[config.mk]
export PLATFORM = sky130hd
export DESIGN_NAME = param_sync_fifo
export DESIGN_NICKNAME = d
export VERILOG_FILES = /design/src/rtl/fifo_pkg.sv /design/src/rtl/fifo_mem.sv /design/src/rtl/param_sync_fifo.sv
export SDC_FILE = /design/constraint.sdc
export NUM_CORES = 1
export LEC_CHECK = 0
export BUFFER_PORTS_ARGS = -buffer_cell sky130_fd_sc_hd__buf_4
export CAP_MARGIN = 20
export CORE_ASPECT_RATIO = 0.6
export CORE_MARGIN = 2
export CORE_UTILIZATION = 60
export DETAILED_ROUTE_END_ITERATION = 12
export PLACE_DENSITY = 0.76
export SETUP_SLACK_MARGIN = 0.2
export SYNTH_ARGS = -nofsm -noshare
export SYNTH_HDL_FRONTEND = slang
export SYNTH_HIERARCHICAL = 1
export SYNTH_SLANG_ARGS = --single-unit
[constraint.sdc]
create_clock -name clk -period 4.5 [get_ports clk]
set_clock_uncertainty 0.1 [all_clocks]
set_input_delay 0.9 -clock clk [delete_from_list [all_inputs] [get_ports clk]]
set_output_delay 0.9 -clock clk [all_outputs]
set_load 0.01 [all_outputs]
[src/rtl/fifo_pkg.sv]
// rtl/fifo_pkg.sv - shared widths, operation encoding and parameter checks for the sync FIFO
package fifo_pkg;

  // Occupancy counter width: must represent 0..depth inclusive.
  function automatic int cnt_w(input int depth);
    return $clog2(depth) + 1;
  endfunction

  // Pointer width: addresses 0..depth-1.
  function automatic int ptr_w(input int depth);
    return (depth > 1) ? $clog2(depth) : 1;
  endfunction

  // True when depth is a power of two and at least 2.
  function automatic bit is_pow2(input int depth);
    return (depth >= 2) && ((depth & (depth - 1)) == 0);
  endfunction

  // Full legality check for the FIFO parameter set.
  function automatic bit params_ok(input int data_w, input int depth,
                                   input int af_lvl, input int ae_lvl);
    bit ok;
    ok = is_pow2(depth);
    ok = ok && (data_w >= 1) && (data_w <= 64);
    ok = ok && (af_lvl >= 1) && (af_lvl <= depth - 1);
    ok = ok && (ae_lvl >= 1) && (ae_lvl <= depth - 1);
    return ok;
  endfunction

  // Accepted operations in one cycle, encoded as {write, read}.
  typedef enum logic [1:0] {
    OP_IDLE = 2'b00,
    OP_RD   = 2'b01,
    OP_WR   = 2'b10,
    OP_RW   = 2'b11
  } fifo_op_e;

endpackage

[src/rtl/fifo_mem.sv]
// rtl/fifo_mem.sv - DEPTH x DATA_W storage, one sync write port and one registered read port
module fifo_mem #(
  parameter int DATA_W = 8,
  parameter int DEPTH  = 16
) (
  input  logic                     clk,
  input  logic                     we_i,
  input  logic [$clog2(DEPTH)-1:0] waddr_i,
  input  logic [DATA_W-1:0]        wdata_i,
  input  logic                     re_i,
  input  logic [$clog2(DEPTH)-1:0] raddr_i,
  output logic [DATA_W-1:0]        rdata_o
);

  logic [DATA_W-1:0] mem_q [DEPTH];
  logic [DATA_W-1:0] rdata_q;

  // Write and read on the same edge; a read of the slot being written returns the old word.
  always_ff @(posedge clk) begin
    if (we_i) begin
      mem_q[waddr_i] <= wdata_i;
    end
    if (re_i) begin
      rdata_q <= mem_q[raddr_i];
    end
  end

  assign rdata_o = rdata_q;

endmodule

[src/rtl/param_sync_fifo.sv]
// rtl/param_sync_fifo.sv - single-clock parameterised FIFO with occupancy flags and error pulses
module param_sync_fifo
  import fifo_pkg::*;
#(
  parameter int DATA_W = 8,
  parameter int DEPTH  = 16,
  parameter int AF_LVL = DEPTH - 2,
  parameter int AE_LVL = 2
) (
  input  logic                      clk,
  input  logic                      rst,
  input  logic                      wr_en,
  input  logic [DATA_W-1:0]         data,
  input  logic                      rd_en,
  output logic [DATA_W-1:0]         data_o,
  output logic                      full,
  output logic                      empty,
  output logic                      almost_full,
  output logic                      almost_empty,
  output logic [cnt_w(DEPTH)-1:0]   fifo_cnt,
  output logic                      overflow,
  output logic                      underflow
);

  localparam int AW = $clog2(DEPTH);
  localparam int CW = cnt_w(DEPTH);

  localparam logic [CW-1:0] CNT_FULL = CW'(DEPTH);
  localparam logic [CW-1:0] CNT_AF   = CW'(AF_LVL);
  localparam logic [CW-1:0] CNT_AE   = CW'(AE_LVL);

  if (!params_ok(DATA_W, DEPTH, AF_LVL, AE_LVL)) begin : g_bad_params
    $error("param_sync_fifo: illegal DATA_W/DEPTH/AF_LVL/AE_LVL combination");
  end

  logic [AW-1:0] wptr_q, wptr_d;
  logic [AW-1:0] rptr_q, rptr_d;
  logic [CW-1:0] cnt_q, cnt_d;
  logic          ovf_q, ovf_d;
  logic          unf_q, unf_d;
  // Set by reset so data_o reads 0 until the first accepted read loads the read register.
  logic          dzero_q, dzero_d;

  logic          wr_acc;
  logic          rd_acc;
  fifo_op_e      op;
  logic [DATA_W-1:0] mem_rdata;

  // Flags come straight from the registered count so they line up with fifo_cnt.
  always_comb begin
    full         = (cnt_q == CNT_FULL);
    empty        = (cnt_q == '0);
    almost_full  = (cnt_q >= CNT_AF);
    almost_empty = (cnt_q <= CNT_AE);
  end

  // Accept decisions: a full FIFO still takes a write when a read frees a slot this cycle.
  always_comb begin
    rd_acc = rd_en && !empty;
    wr_acc = wr_en && (!full || rd_en);
    op     = fifo_op_e'({wr_acc, rd_acc});
  end

  // Next-state for pointers, count, error pulses and the post-reset zero mask.
  always_comb begin
    wptr_d  = wptr_q;
    rptr_d  = rptr_q;
    cnt_d   = cnt_q;
    dzero_d = dzero_q;
    ovf_d   = wr_en && !wr_acc;
    unf_d   = rd_en && !rd_acc;
    if (wr_acc) begin
      wptr_d = wptr_q + AW'(1);
    end
    if (rd_acc) begin
      rptr_d  = rptr_q + AW'(1);
      dzero_d = 1'b0;
    end
    case (op)
      OP_WR:   cnt_d = cnt_q + CW'(1);
      OP_RD:   cnt_d = cnt_q - CW'(1);
      default: cnt_d = cnt_q;
    endcase
  end

  // Control state register; reset wins over any request in the same cycle.
  always_ff @(posedge clk) begin
    if (rst) begin
      wptr_q  <= '0;
      rptr_q  <= '0;
      cnt_q   <= '0;
      ovf_q   <= 1'b0;
      unf_q   <= 1'b0;
      dzero_q <= 1'b1;
    end else begin
      wptr_q  <= wptr_d;
      rptr_q  <= rptr_d;
      cnt_q   <= cnt_d;
      ovf_q   <= ovf_d;
      unf_q   <= unf_d;
      dzero_q <= dzero_d;
    end
  end

  fifo_mem #(
    .DATA_W (DATA_W),
    .DEPTH  (DEPTH)
  ) u_mem (
    .clk     (clk),
    .we_i    (wr_acc && !rst),
    .waddr_i (wptr_q),
    .wdata_i (data),
    .re_i    (rd_acc && !rst),
    .raddr_i (rptr_q),
    .rdata_o (mem_rdata)
  );

  assign data_o    = dzero_q ? '0 : mem_rdata;
  assign fifo_cnt  = cnt_q;
  assign overflow  = ovf_q;
  assign underflow = unf_q;

endmodule

======== After elaboration in Yosys (flattened, before gate mapping) ========
Memory sizes are Yosys's and may differ from the RTL's. A register that Yosys moved wholly into a read port is not among the register bits.
Cells that the tools add are included.
storage, ports and cells
  register bits ........................... 16
  latch bits .............................. 0
  RAM bits ................................ 128
  bits in read-only memories .............. 0
  word-level logic and storage cells ...... 34
  memories kept ........................... 1
memories
  memory       words  bits a word  read ports  clocked after Yosys merged registers in  wr ports  line            RTL
  u_mem.mem_q  16     8            1           1                                        1         fifo_mem.sv:15  logic [DATA_W-1:0] mem_q [DEPTH];
operators by class
  add/subtract/negate cells ............... 4
  multipliers ............................. 0
  divide/modulo/power cells ............... 0
  $lt $le $gt $ge ......................... 2
  equal/unequal tests ..................... 3
  shift-type cells ........................ 0
  mux-type cells .......................... 4
  bitwise logic cells ..................... 0
  reduce and logical (&&, ||, !) cells .... 14
operator list
  kind                                                               count
  one-hot mux 5 bit (2 select lines)                                 1
  adder 4 x 1 -> 4 bit, second input constant                        2
  two-way mux 8 bit                                                  1
  logical AND 1 bit                                                  6
  adder 5 x 1 -> 5 bit, second input constant                        1
  equality test 5 bit, second input constant                         1
  greater-or-equal comparator 5 x 4 -> 1 bit, second input constant  1
  <= comparator 5 x 2 -> 1 bit, second input constant                1
  zero test 1 bit                                                    5
  zero test 5 bit                                                    1
  subtractor 5 x 1 -> 5 bit, second input constant                   1
  equality test 2 x 1 -> 1 bit, second input constant                1
  equality test 2 bit, second input constant                         1
  two-way mux 1 bit                                                  2
  nonzero test 2 bit                                                 1
  logical OR 1 bit                                                   1

======== Logic depth before layout (Yosys ltp) ========
Gate-level depths: netlist (run 1).
  word-level depth ........................ 7
  depth in mapped cells ................... 11
  depth with buffers taken out ............ 10

======== Hierarchy ========
Netlist (run 1), hierarchy kept.
modules (own cells, without submodules)
  module           instances  cells an instance  area each (µm²)  seq. area each (µm²)
  fifo_mem         1          229                5,227.5          4,083.9
  param_sync_fifo  1          101                894.6            320.3

======== Least setup slack after synthesis (run 1) ========
No wires, ideal clock.
  path type ............................... in2reg
  from .................................... input rst
  to ...................................... memory u_mem.mem_q[0][0], enable pin
  library setup time ...................... 0.383 ns
  arrival ................................. 2.591 ns
  path slack .............................. 1.425 ns
  stages .................................. 5
  buffers on the path ..................... 2
  cells stage by stage .................... clkbuf_1 > clkbuf_1 > nor2_1 > or3b_2 > nor3_1
between the ends
  longest elaborated chain between the ends .. 4
ends and longest elaborated chain
  what                                     line                    RTL
  start, declared                          param_sync_fifo.sv:11   input logic rst,
  zero test 1 bit                          param_sync_fifo.sv:110  .we_i (wr_acc && !rst),
  logical AND 1 bit                        param_sync_fifo.sv:110
  two-way mux 1 bit                        fifo_mem.sv:20          if (we_i) begin
  two-way mux 1 bit (implied by the code)  fifo_mem.sv:21          mem_q[waddr_i] <= wdata_i;
  end, declared                            fifo_mem.sv:15
Every way passes these cells.

======== Worst setup path in the final report (run 1) ========
  from .................................... register cnt_q[1] (netlist: fifo_cnt[1])
  to ...................................... register cnt_q[4] (netlist: fifo_cnt[4])
between the ends
  longest elaborated chain between the ends .. 6
  elaborated cells between the ends (all ways) .. 13
  those cells by class .................... 2 x add/sub; 3 x eq/ne; 1 x mux; 7 x reduce/logical
ends and longest elaborated chain
  what                                                                      line                   RTL
  start, declared                                                           param_sync_fifo.sv:38  logic [CW-1:0] cnt_q, cnt_d;
  start signal, assigned                                                    param_sync_fifo.sv:98  cnt_q <= cnt_d;
  equality test 5 bit                                                       param_sync_fifo.sv:51  full = (cnt_q == CNT_FULL);
  zero test 1 bit                                                           param_sync_fifo.sv:60  wr_acc = wr_en && (!full || rd_en);
  logical OR 1 bit                                                          param_sync_fifo.sv:60
  logical AND 1 bit                                                         param_sync_fifo.sv:60
  equality test 2 x 1 -> 1 bit or equality test 2 bit (tied branches)       param_sync_fifo.sv:79  case (op)
  one-hot mux 5 bit (2 select lines) or nonzero test 2 bit (tied branches)  -
Parallel ways exist; a longest one is shown, timed or not.
A chain may end at the register's enable or synchronous reset.

==> results_dict.tcl, run 1 <==
set metrics [dict create \
    final_area_um2 7030 \
    tightest_slew_ns 1.01 \
    crit_type "register to register" \
    yosys_register_bits 152 \
    start_util_pct 62.0 \
    rsz0062_at_grt "false" \
    drcViolationCount 0 \
    dr_total_vias 3186 \
    fmax_mhz 319 \
    ys_warn_count 6 \
    synth_top_cell_by_area "edfxtp_1" \
    io_buffers 30 \
    cp-startpoint "fifo_cnt[1]" \
    numCtsBuffers 17 \
    area_delta_synth_final_pct 14.8 \
    synth-compound-area-share_pct 3.74 \
    fin_setup_tns_ns 0 \
    grt_antenna_before_repair 0 \
    worstSetupEndpointType "register" \
    coreArea_um2 9880 \
    yosys.area_share.simple_pct 6.46 \
    multi_input_area_um2 1590 \
    rows 28 \
    synth.top_cell.area_share_pct 66.7 \
    drive_gt1_share_pct 24.1 \
    grt_pass1_wl_mm 18.4 \
    die-area_um2 11100 \
    synthMuxAreaShare_pct 13.3 \
    drt-vias-per-instance 6.16 \
    synth_area_leaders "edfxtp_1 (67%), mux4_2 (6.6%), mux4_1 (6.0%)" \
    synth-xor-area-share_pct 0.858 \
    synth.yosys.seq_area_share_pct 71.9 \
    num_antenna_cells 0 \
    r2r_start "fifo_cnt[1]" \
    place_hpwl_mm 7.69 \
    clk_pin_slew_ns 0.06 \
    cts_hold_buf 0 \
    synth_top_family_by_area "multiplexers" \
    period_needed_ns 3.13 \
    cts_tree "built" \
    internal-power_w 0.00270 \
    dp_slack_ns 1.31 \
    synth_nets 349 \
    cp.required_ns 4.71 \
    critPathBufInv 1 \
    ios 31 \
    grt_max_degree 36 \
    grt-ovfl-total 0 \
    fin_crit_sh_pct 69.6 \
    dr.pass1.iters 4 \
    grtUsageTotal_pct 24.3 \
    routedWlPerCell_um 23.5 \
    netSwitchingFraction_pct 26.8 \
    whs_ns 0.469 \
    ant_nets 0 \
    placed_area_um2 6440 \
    worstHoldStart "wptr_q[3]" \
    synth-adder-area-share_pct 1.55 \
    die_h_um 82.2 \
    critPathTopFamily "simple AND/OR/NAND/NOR gates" \
    p_switching_w 0.000990 \
    fin_nets 388 \
    ir_worst_vdd_v 0.000447 \
    power_leakage_nw 2.38 \
    cp_slowest_stage_delay_ns 0.63 \
    final_common_cell "edfxtp_1" \
    p_clk_share_pct 36.4 \
    hold_viol_final 0 \
    cts-resized-gates 0 \
    clock_latency_ns 0.42 \
    drt_iter0_drc 282 \
    gp_congestion 0.809 \
    clockRootBuffer "clkbuf_16" \
    cts.htree.levels 4 \
    synth_cell_types 42 \
    n_fill_cell 630 \
    cp-start-kind "register" \
    timing.reg2reg.setup_slack_ns 1.37 \
    fin_ws_ns 1.37 \
    drv_cap 0 \
    status "finished clean" \
    hold_class "register to register" \
    clk_path_buf_depth 2 \
    grt_pass1_vias 3079 \
    drt_wl_total_mm 12.1 \
    final-setup-viol-count 0 \
    arrival_ns 3.34 \
    final-seq-area_um2 4410 \
    pwr-share-comb_pct 17.4 \
    cts_setup_buffers 0 \
    worstPathMaxFanout 8 \
    synth_area_um2 6120 \
    power_frac_seq_pct 46.2 \
    cts_num_sinks 152 \
    relSlewSlack_pct 32.6 \
    die_w_um 134 \
    synth_area_per_cell_um2 18.6 \
    critical_path.slowest_cell "or4_4" \
    synth_cells 330 \
    power_w 0.00369 \
    layout_common_cells "edfxtp_1 (136), buf_4 (34), nor2_1 (33)" \
    path_cells "or4_4 > o31ai_4 > ha_1 > inv_1 > fa_1 > nor2b_1 > o22ai_1 > mux2i_1 > mux2_2" \
    slew_violations 0 \
    power_density_nw_per_um2 525 \
]
==> cell type report <==
type / count / share of cell area [%]
sequential: 152 / 62.7
multi-input combinational: 158 / 22.6
clock buffer: 17 / 6.06
timing repair buffer: 35 / 3.92
tap: 135 / 2.40
clock inverter: 15 / 2.05
inverter: 5 / 0.267
==> per-layer routing <==
layer,GRT usage [%],share of wire (%),vias to the layer above
li1,-,-,1411
met1,35.7,47,1641
met2,35.5,44,118
met3,7.94,7.9,16
met4,7.79,1.3,0
met5,0,0,-
==> tightest hold or removal path, stage by stage (launching register included) <==
cell and delay, ns:
dfxtp_1 0.35, o21ai_0 0.10, a21oi_1 0.07
==> final timing paths <==
kind | cells past startpoint | endpoint
hold reg to reg | 2 | wptr_q[3]
setup / recovery | 9 | fifo_cnt[4]
setup reg to reg | 9 | fifo_cnt[4]
hold / removal | 2 | wptr_q[3]
==> sequential cells by signal (all words and copies together), names as in the netlist <==
| register | flops |
|---|---|
| u_mem/rdata_o | 8 |
| underflow | 1 |
| u_mem/mem_q | 128 |
| rptr_q | 4 |
| fifo_cnt | 5 |
| overflow | 1 |
| wptr_q | 4 |
| dzero_q | 1 |
==> Yosys cell counts, drive strengths merged <==
cell type      count
fa                 1
a22oi             16
nor2              33
o311ai             1
or4                1
dfxtp             16
xor2               6
clkbuf             4
o211ai             2
nand2             11
mux2               1
inv                5
or3b               1
ha                 6
o31ai              1
nor2b             11
or2                1
clkdlybuf4s25      3
edfxtp           136
and2               1
nand3              3
nor4b              1
or3                2
o21ai              2
a2111oi            1
nor4               1
nand2b             2
a21o               2
nand3b             2
and3               1
and2b              1
nor3               5
mux4              32
o22ai              1
a21oi              4
mux2i              3
nor4bb             2
buf                8
==> kinds of logic after synthesis <==
| group | Yosys count |
|---|---|
| simple gates | 79 |
| mux | 36 |
| flops | 152 |
| xor+xnor | 6 |
| fa+ha+maj | 7 |
| compound gates | 30 |
| buf+inv | 20 |
==> through the flow <==
stage | util [%] | instances
detailed placement | 65.1 | 484
global route | 71.1 | 517
finish | 71.1 | 517
CTS | 70.9 | 516
floorplan | - | 330
global placement | 65.1 | 484
==> power groups by stage <==
stage,sequential (W),combinational [W],clock [W]
finish,0.00170,0.000641,0.00134
global route,0.00172,0.000702,0.00143
CTS,0.00174,0.000595,0.00137
detailed placement,0.00177,0.000593,0
global placement,0.00176,0.000573,0
floorplan,0.00169,0.000473,0
(Power assumes the default switching activity.)
==> run 2, diff against run 1 <==
--- a/config.mk
+++ b/config.mk
@@ -5,6 +5,7 @@
 export SDC_FILE = /design/constraint.sdc
 export NUM_CORES = 1
 export LEC_CHECK = 0
+export ABC_AREA = 1
 export BUFFER_PORTS_ARGS = -buffer_cell sky130_fd_sc_hd__buf_4
 export CAP_MARGIN = 20
 export CORE_ASPECT_RATIO = 0.6
==> constraint.sdc (replaced) <==
create_clock -name clk -period 3.2 [get_ports clk]
set_clock_uncertainty 0.1 [all_clocks]
set_input_delay 0.64 -clock clk [delete_from_list [all_inputs] [get_ports clk]]
set_output_delay 0.64 -clock clk [all_outputs]
set_load 0.01 [all_outputs]
==> results_dict.tcl, run 2 <==
set metrics [dict create \
    reg2regPathDepth 6 \
    drt-vias-per-instance 5.56 \
    synth_nets 716 \
    synth_area_per_cell_um2 9.83 \
    layout_common_cells "nand2_1 (202), edfxtp_1 (136), inv_1 (127)" \
    ios 31 \
    grt_pass1_vias 4432 \
    crit_type "register to register" \
    fin_setup_tns_ns 0 \
    die-area_um2 12300 \
    path_common_cell "nor2_1" \
    drive_gt1_share_pct 10.0 \
    final_common_cell "nand2_1" \
    coreArea_um2 11200 \
    synth-main-ff-cell "edfxtp_1" \
    reg2reg_to "u_mem/mem_q[5][4]" \
    worstSetupEndpointType "register" \
    ir_worst_vdd_v 0.000407 \
    grtUsageTotal_pct 28.4 \
    drt_wl_total_mm 16.4 \
    hold_viol_final 0 \
    die_w_um 142 \
    regMostFlops "u_mem/mem_q" \
    synth_area_leaders "edfxtp_1 (60%), nand2_1 (11%), nand3_1 (7.7%)" \
    hold_depth 2 \
    critPathBufInv 0 \
    timing.reg2reg.setup_slack_ns 0.75 \
    start_util_pct 61.0 \
    synth_cell_types 29 \
    cts_setup_buffers 0 \
    status "finished clean" \
    routedWlPerCell_um 18.7 \
    clock_latency_ns 0.42 \
    rsz0062_at_grt "false" \
    power_w 0.00585 \
    ant_nets 0 \
    drv_cap 0 \
    relSlewSlack_pct 39.7 \
    cp-start-kind "register" \
    clockRootBuffer "clkbuf_16" \
    cts.htree.levels 4 \
    arrival_ns 2.40 \
    synthMostInstantiatedCell "nand2_1" \
    largest_reg_flops 128 \
    tightest_slew_ns 0.903 \
    dr.pass1.iters 5 \
    cp.required_ns 3.15 \
    synth_top_cell_by_area "edfxtp_1" \
    synth.yosys.seq_area_share_pct 64.3 \
    numCtsBuffers 17 \
    hold_class "input pin to register" \
    worstPathMaxFanout 10 \
    drcViolationCount 0 \
    critPathTopFamily "simple AND/OR/NAND/NOR gates" \
    slew_violations 0 \
    cts-resized-gates 0 \
    io_buffers 30 \
    grt_max_degree 68 \
    synth_area_um2 6850 \
    num_antenna_cells 0 \
    synth-edff-count 136 \
    path_cells "nor2_4 > nand4_4 > nand2_1 > nor2_1 > nand3b_1 > nor2_1" \
    place_hpwl_mm 10.6 \
    critical_path.slowest_cell "nor2_1" \
    fin_crit_sh_pct 76.7 \
    synth.top_cell.area_share_pct 59.6 \
    yosys_register_bits 152 \
    grt-ovfl-total 0 \
    holdPathEnd "rptr_q[2]" \
    fmax_mhz 407 \
    rows 30 \
    clk_pin_slew_ns 0.06 \
    grt_pass1_wl_mm 24.8 \
    dr_total_vias 4900 \
    synth_common_cells "nand2_1 (202), edfxtp_1 (136), inv_1 (127), nand3_1 (106), nor2_1 (40)" \
    gp_congestion 0.960 \
    async_flop_share_pct 0 \
    power_leakage_nw 3.36 \
    die_h_um 86.8 \
    cts_hold_buf 0 \
    area_delta_synth_final_pct 12.0 \
    whs_ns 0.346 \
    fin_nets 743 \
    cp_slowest_stage_delay_ns 0.62 \
    cts_tree "built" \
    r2r_start "fifo_cnt[1]" \
    clk_path_buf_depth 2 \
    period_needed_ns 2.45 \
    final-setup-viol-count 0 \
    drt_iter0_drc 688 \
    ys_warn_count 6 \
    synth_cells 697 \
    power_density_nw_per_um2 762 \
    cts_num_sinks 152 \
    worstHoldStart "rst" \
    grt_antenna_before_repair 0 \
]
==> run 2: cell types whose count changed after synthesis, moves of 14 or more <==
cell,change
a22oi_1,-16
inv_1,+122
mux4_1,-14
mux4_2,-18
nand2_1,+191
nand3_1,+103
==> run 2: final cells by class <==
class / instances / area [um2]
clock buffer: 26 / 522
clock inverter: 6 / 41.3
fill: 835 / 3550
inverter: 131 / 494
multi-input combinational: 387 / 1770
sequential: 152 / 4410
tap: 144 / 180
timing repair buffer: 35 / 263
==> run 2: power by group <==
group / total (W) / internal (W) / switching (W) / leakage (nW)
Clock: 0.00187 / 0.00113 / 0.000747 / 0.279
Sequential: 0.00238 / 0.00228 / 0.000103 / 1.36
Combinational: 0.00159 / 0.000514 / 0.00108 / 1.73
Total: 0.00585 / 0.00392 / 0.00193 / 3.36
==> run 2: worst register-to-register path, delay by kind of cell (launching register included) <==
kind,cells,cell delay [ns]
DFF,1,0.46
and+or+nand+nor,6,1.54
==> run 2: worst max-delay path by stage <==
stage	end	from	cells after the start	slack [ns]
2_1_floorplan	fifo_cnt[4]	rd_en	11	0.91
3_3_place_gp	u_mem/mem_q[6][2]	rd_en	7	0.59
3_5_place_dp	u_mem/mem_q[7][4]	rd_en	7	0.50
4_1_cts	u_mem/mem_q[4][7]	fifo_cnt[1]	6	0.80
5_1_grt	u_mem/mem_q[4][5]	fifo_cnt[1]	6	0.64
6_report	u_mem/mem_q[5][4]	fifo_cnt[1]	6	0.75
==> run 2: logic make-up after synthesis <==
kind of cell / count (synthesis) / synth area share (%)
xor gates and xnor gates: 2 / 0.256
AOI/OAI and AO/OA: 18 / 1.41
and+or+nand+nor: 360 / 22.8
DFF: 152 / 64.3
buffers and inverters: 158 / 9.88
adders and majority gates: 7 / 1.39
==> run 2: metal layers <==
metal	vias up	routed length, um	global-route usage [%]
li1	2288	-	-
met5	-	0	0
met4	0	277	10.5
met1	2273	7270	44.3
met3	28	2090	7.40
met2	311	6800	38.3
==> run 2: through the flow <==
| step | setup WS (ns) | cells | utilization, % | area (um2) |
|---|---|---|---|---|
| 2_1_floorplan | 0.912 | 697 | - | 6850 |
| 4_1_cts | 0.801 | 881 | 68.4 | 7670 |
| 3_3_place_gp | 0.587 | 849 | 63.4 | 7110 |
| 3_5_place_dp | 0.497 | 849 | 63.4 | 7110 |
| 6_report | 0.745 | 881 | 68.4 | 7670 |
| 5_1_grt | 0.639 | 881 | 68.4 | 7670 |
==> run 3, diff against run 2 <==
--- a/config.mk
+++ b/config.mk
@@ -10,9 +10,9 @@
 export CAP_MARGIN = 20
 export CORE_ASPECT_RATIO = 0.6
 export CORE_MARGIN = 2
-export CORE_UTILIZATION = 60
+export CORE_UTILIZATION = 55
 export DETAILED_ROUTE_END_ITERATION = 12
-export PLACE_DENSITY = 0.76
+export PLACE_DENSITY = 0.73
 export SETUP_SLACK_MARGIN = 0.2
 export SYNTH_ARGS = -nofsm -noshare
 export SYNTH_HDL_FRONTEND = slang
==> constraint.sdc (replaced) <==
create_clock -name clk -period 2.1 [get_ports clk]
set_clock_uncertainty 0.1 [all_clocks]
set_input_delay 0.42 -clock clk [delete_from_list [all_inputs] [get_ports clk]]
set_output_delay 0.42 -clock clk [all_outputs]
set_load 0.01 [all_outputs]
==> results_dict.tcl, run 3 (synthesized netlist as in run 2, its figures left out) <==
set metrics [dict create \
    status "finished clean" \
    rsz0062_at_grt "true" \
    fmax_mhz 507 \
    fin_nets 781 \
    ir_worst_vdd_v 0.000652 \
    clock_latency_ns 0.42 \
    cts_hold_buf 0 \
    die_h_um 90.4 \
    cts.htree.levels 4 \
    path_common_cell "nand2_1" \
    drt_iter0_drc 571 \
    cts_num_sinks 152 \
    critPathTopFamily "simple AND/OR/NAND/NOR gates" \
    clk_path_buf_depth 2 \
    clk_pin_slew_ns 0.06 \
    io_buffers 30 \
    hold_viol_final 0 \
    crit_type "register to register" \
    final_common_cell "nand2_1" \
    drt-vias-per-instance 5.23 \
    fin_crit_sh_pct 94.0 \
    rows 31 \
    fin_ws_ns 0.126 \
    coreArea_um2 12100 \
    period_needed_ns 1.97 \
    grt_pass1_wl_mm 24.6 \
    power_w 0.00958 \
    grt_most_used_layer "met1" \
    power_density_nw_per_um2 1160 \
    grt_max_degree 36 \
    area_delta_synth_final_pct 20.5 \
    cts_tree "built" \
    grt-ovfl-total 0 \
    dr.pass1.iters 5 \
    critical_path.slowest_cell "dfxtp_4" \
    grt_pass1_vias 4444 \
    die_w_um 148 \
    dr_total_vias 4912 \
    power_leakage_nw 3.61 \
    use_met3_pct 4.24 \
    largest_reg_flops 128 \
    routedWlPerCell_um 17.1 \
    drcViolationCount 0 \
    gr-usage-met1_pct 38.8 \
    grtUsageMet2_pct 35.8 \
    tightest_slew_ns 0.662 \
    slew_violations 0 \
    num_antenna_cells 0 \
    critPathBufInv 3 \
    gp_congestion 0.828 \
    worstPathMaxFanout 4 \
    hold_class "input pin to register" \
    ant_nets 0 \
    grt_antenna_before_repair 0 \
    ios 31 \
    numCtsBuffers 17 \
    final-setup-viol-count 0 \
    cp-start-kind "register" \
    relSlewSlack_pct 55.8 \
    regMostFlops "u_mem/mem_q" \
    cp_slowest_stage_delay_ns 0.36 \
    clockRootBuffer "clkbuf_16" \
    final_area_um2 8250 \
    utilization_pct 68.2 \
    drive_gt1_share_pct 18.1 \
    path_cells "nor2_4 > nand3_4 > nand2_4 > inv_4 > ha_4 > buf_4 > ha_1 > nand2_1 > nand2_2 > nand2_1 > nand2_1 > nand3_1 > nand2_1 > inv_1" \
    die-area_um2 13400 \
    fin_setup_tns_ns 0 \
    placed_area_um2 7380 \
    drv_cap 0 \
    layout_common_cells "nand2_1 (200), edfxtp_1 (136), inv_1 (126)" \
    arrival_ns 2.20 \
    dp_slack_ns 0.0191 \
    worstSetupEndpointType "register" \
    start_util_pct 56.6 \
    grtUsageTotal_pct 24.9 \
    place_hpwl_mm 10.3 \
    cp.required_ns 2.32 \
    drt_wl_total_mm 16.1 \
]
==> run 3: worst register-to-register path, cell delays in order, from the launching register on <==
cell and delay [ns]:
dfxtp_4 0.36, nor2_4 0.19, nand3_4 0.11, nand2_4 0.09, inv_4 0.04, ha_4 0.18, buf_4 0.14, ha_1 0.26
nand2_1 0.05, nand2_2 0.07, nand2_1 0.05, nand2_1 0.05, nand3_1 0.08, nand2_1 0.06, inv_1 0.03
==> run 3: timing repair <==
action | CTS | global route
gates cloned | 0 | 0
setup endpoints to repair | 4 | 103
setup buffers | 6 | 6
pin swaps | 7 | 13
gates resized for setup | 5 | 34
==> run 3: layout make-up <==
| cell class | instances | area (um2) |
|---|---|---|
| Sequential cell | 152 | 4420 |
| Fill cell | 903 | 3850 |
| Multi-Input combinational cell | 387 | 1880 |
| Timing Repair Buffer | 73 | 626 |
| Inverter | 131 | 494 |
| Clock buffer | 18 | 429 |
| Tap cell | 165 | 206 |
| Clock inverter | 14 | 199 |
==> run 3: power breakdown <==
part	switching [W]	internal (W)
clock	0.00122	0.00200
combinational	0.00172	0.00102
sequential	0.000127	0.00350
==> run 3: per-stage QoR <==
| step | instances | hold slack [ns] |
|---|---|---|
| 2_1_floorplan | 697 | 0.375 |
| 6_report | 940 | 0.169 |
| 3_3_place_gp | 896 | 0.453 |
| 3_5_place_dp | 896 | 0.466 |
| 5_1_grt | 940 | 0.158 |
| 4_1_cts | 934 | 0.132 |
==> run 3: final timing paths <==
check                              endpoint  slack [ns]  cells past startpoint        start
worst max-delay path            fifo_cnt[3]        0.13                     14  fifo_cnt[3]
worst min register to register      dzero_q        0.50                      2      dzero_q
worst max register to register  fifo_cnt[3]        0.13                     14  fifo_cnt[3]
worst min-delay path              rptr_q[2]        0.17                      2          rst
==> run 3: routing by layer <==
metal / routed length [um] / vias to the layer above
li1: - / 2371
met5: 0 / -
met4: 225 / 0
met1: 7290 / 2321
met2: 7050 / 200
met3: 1490 / 20
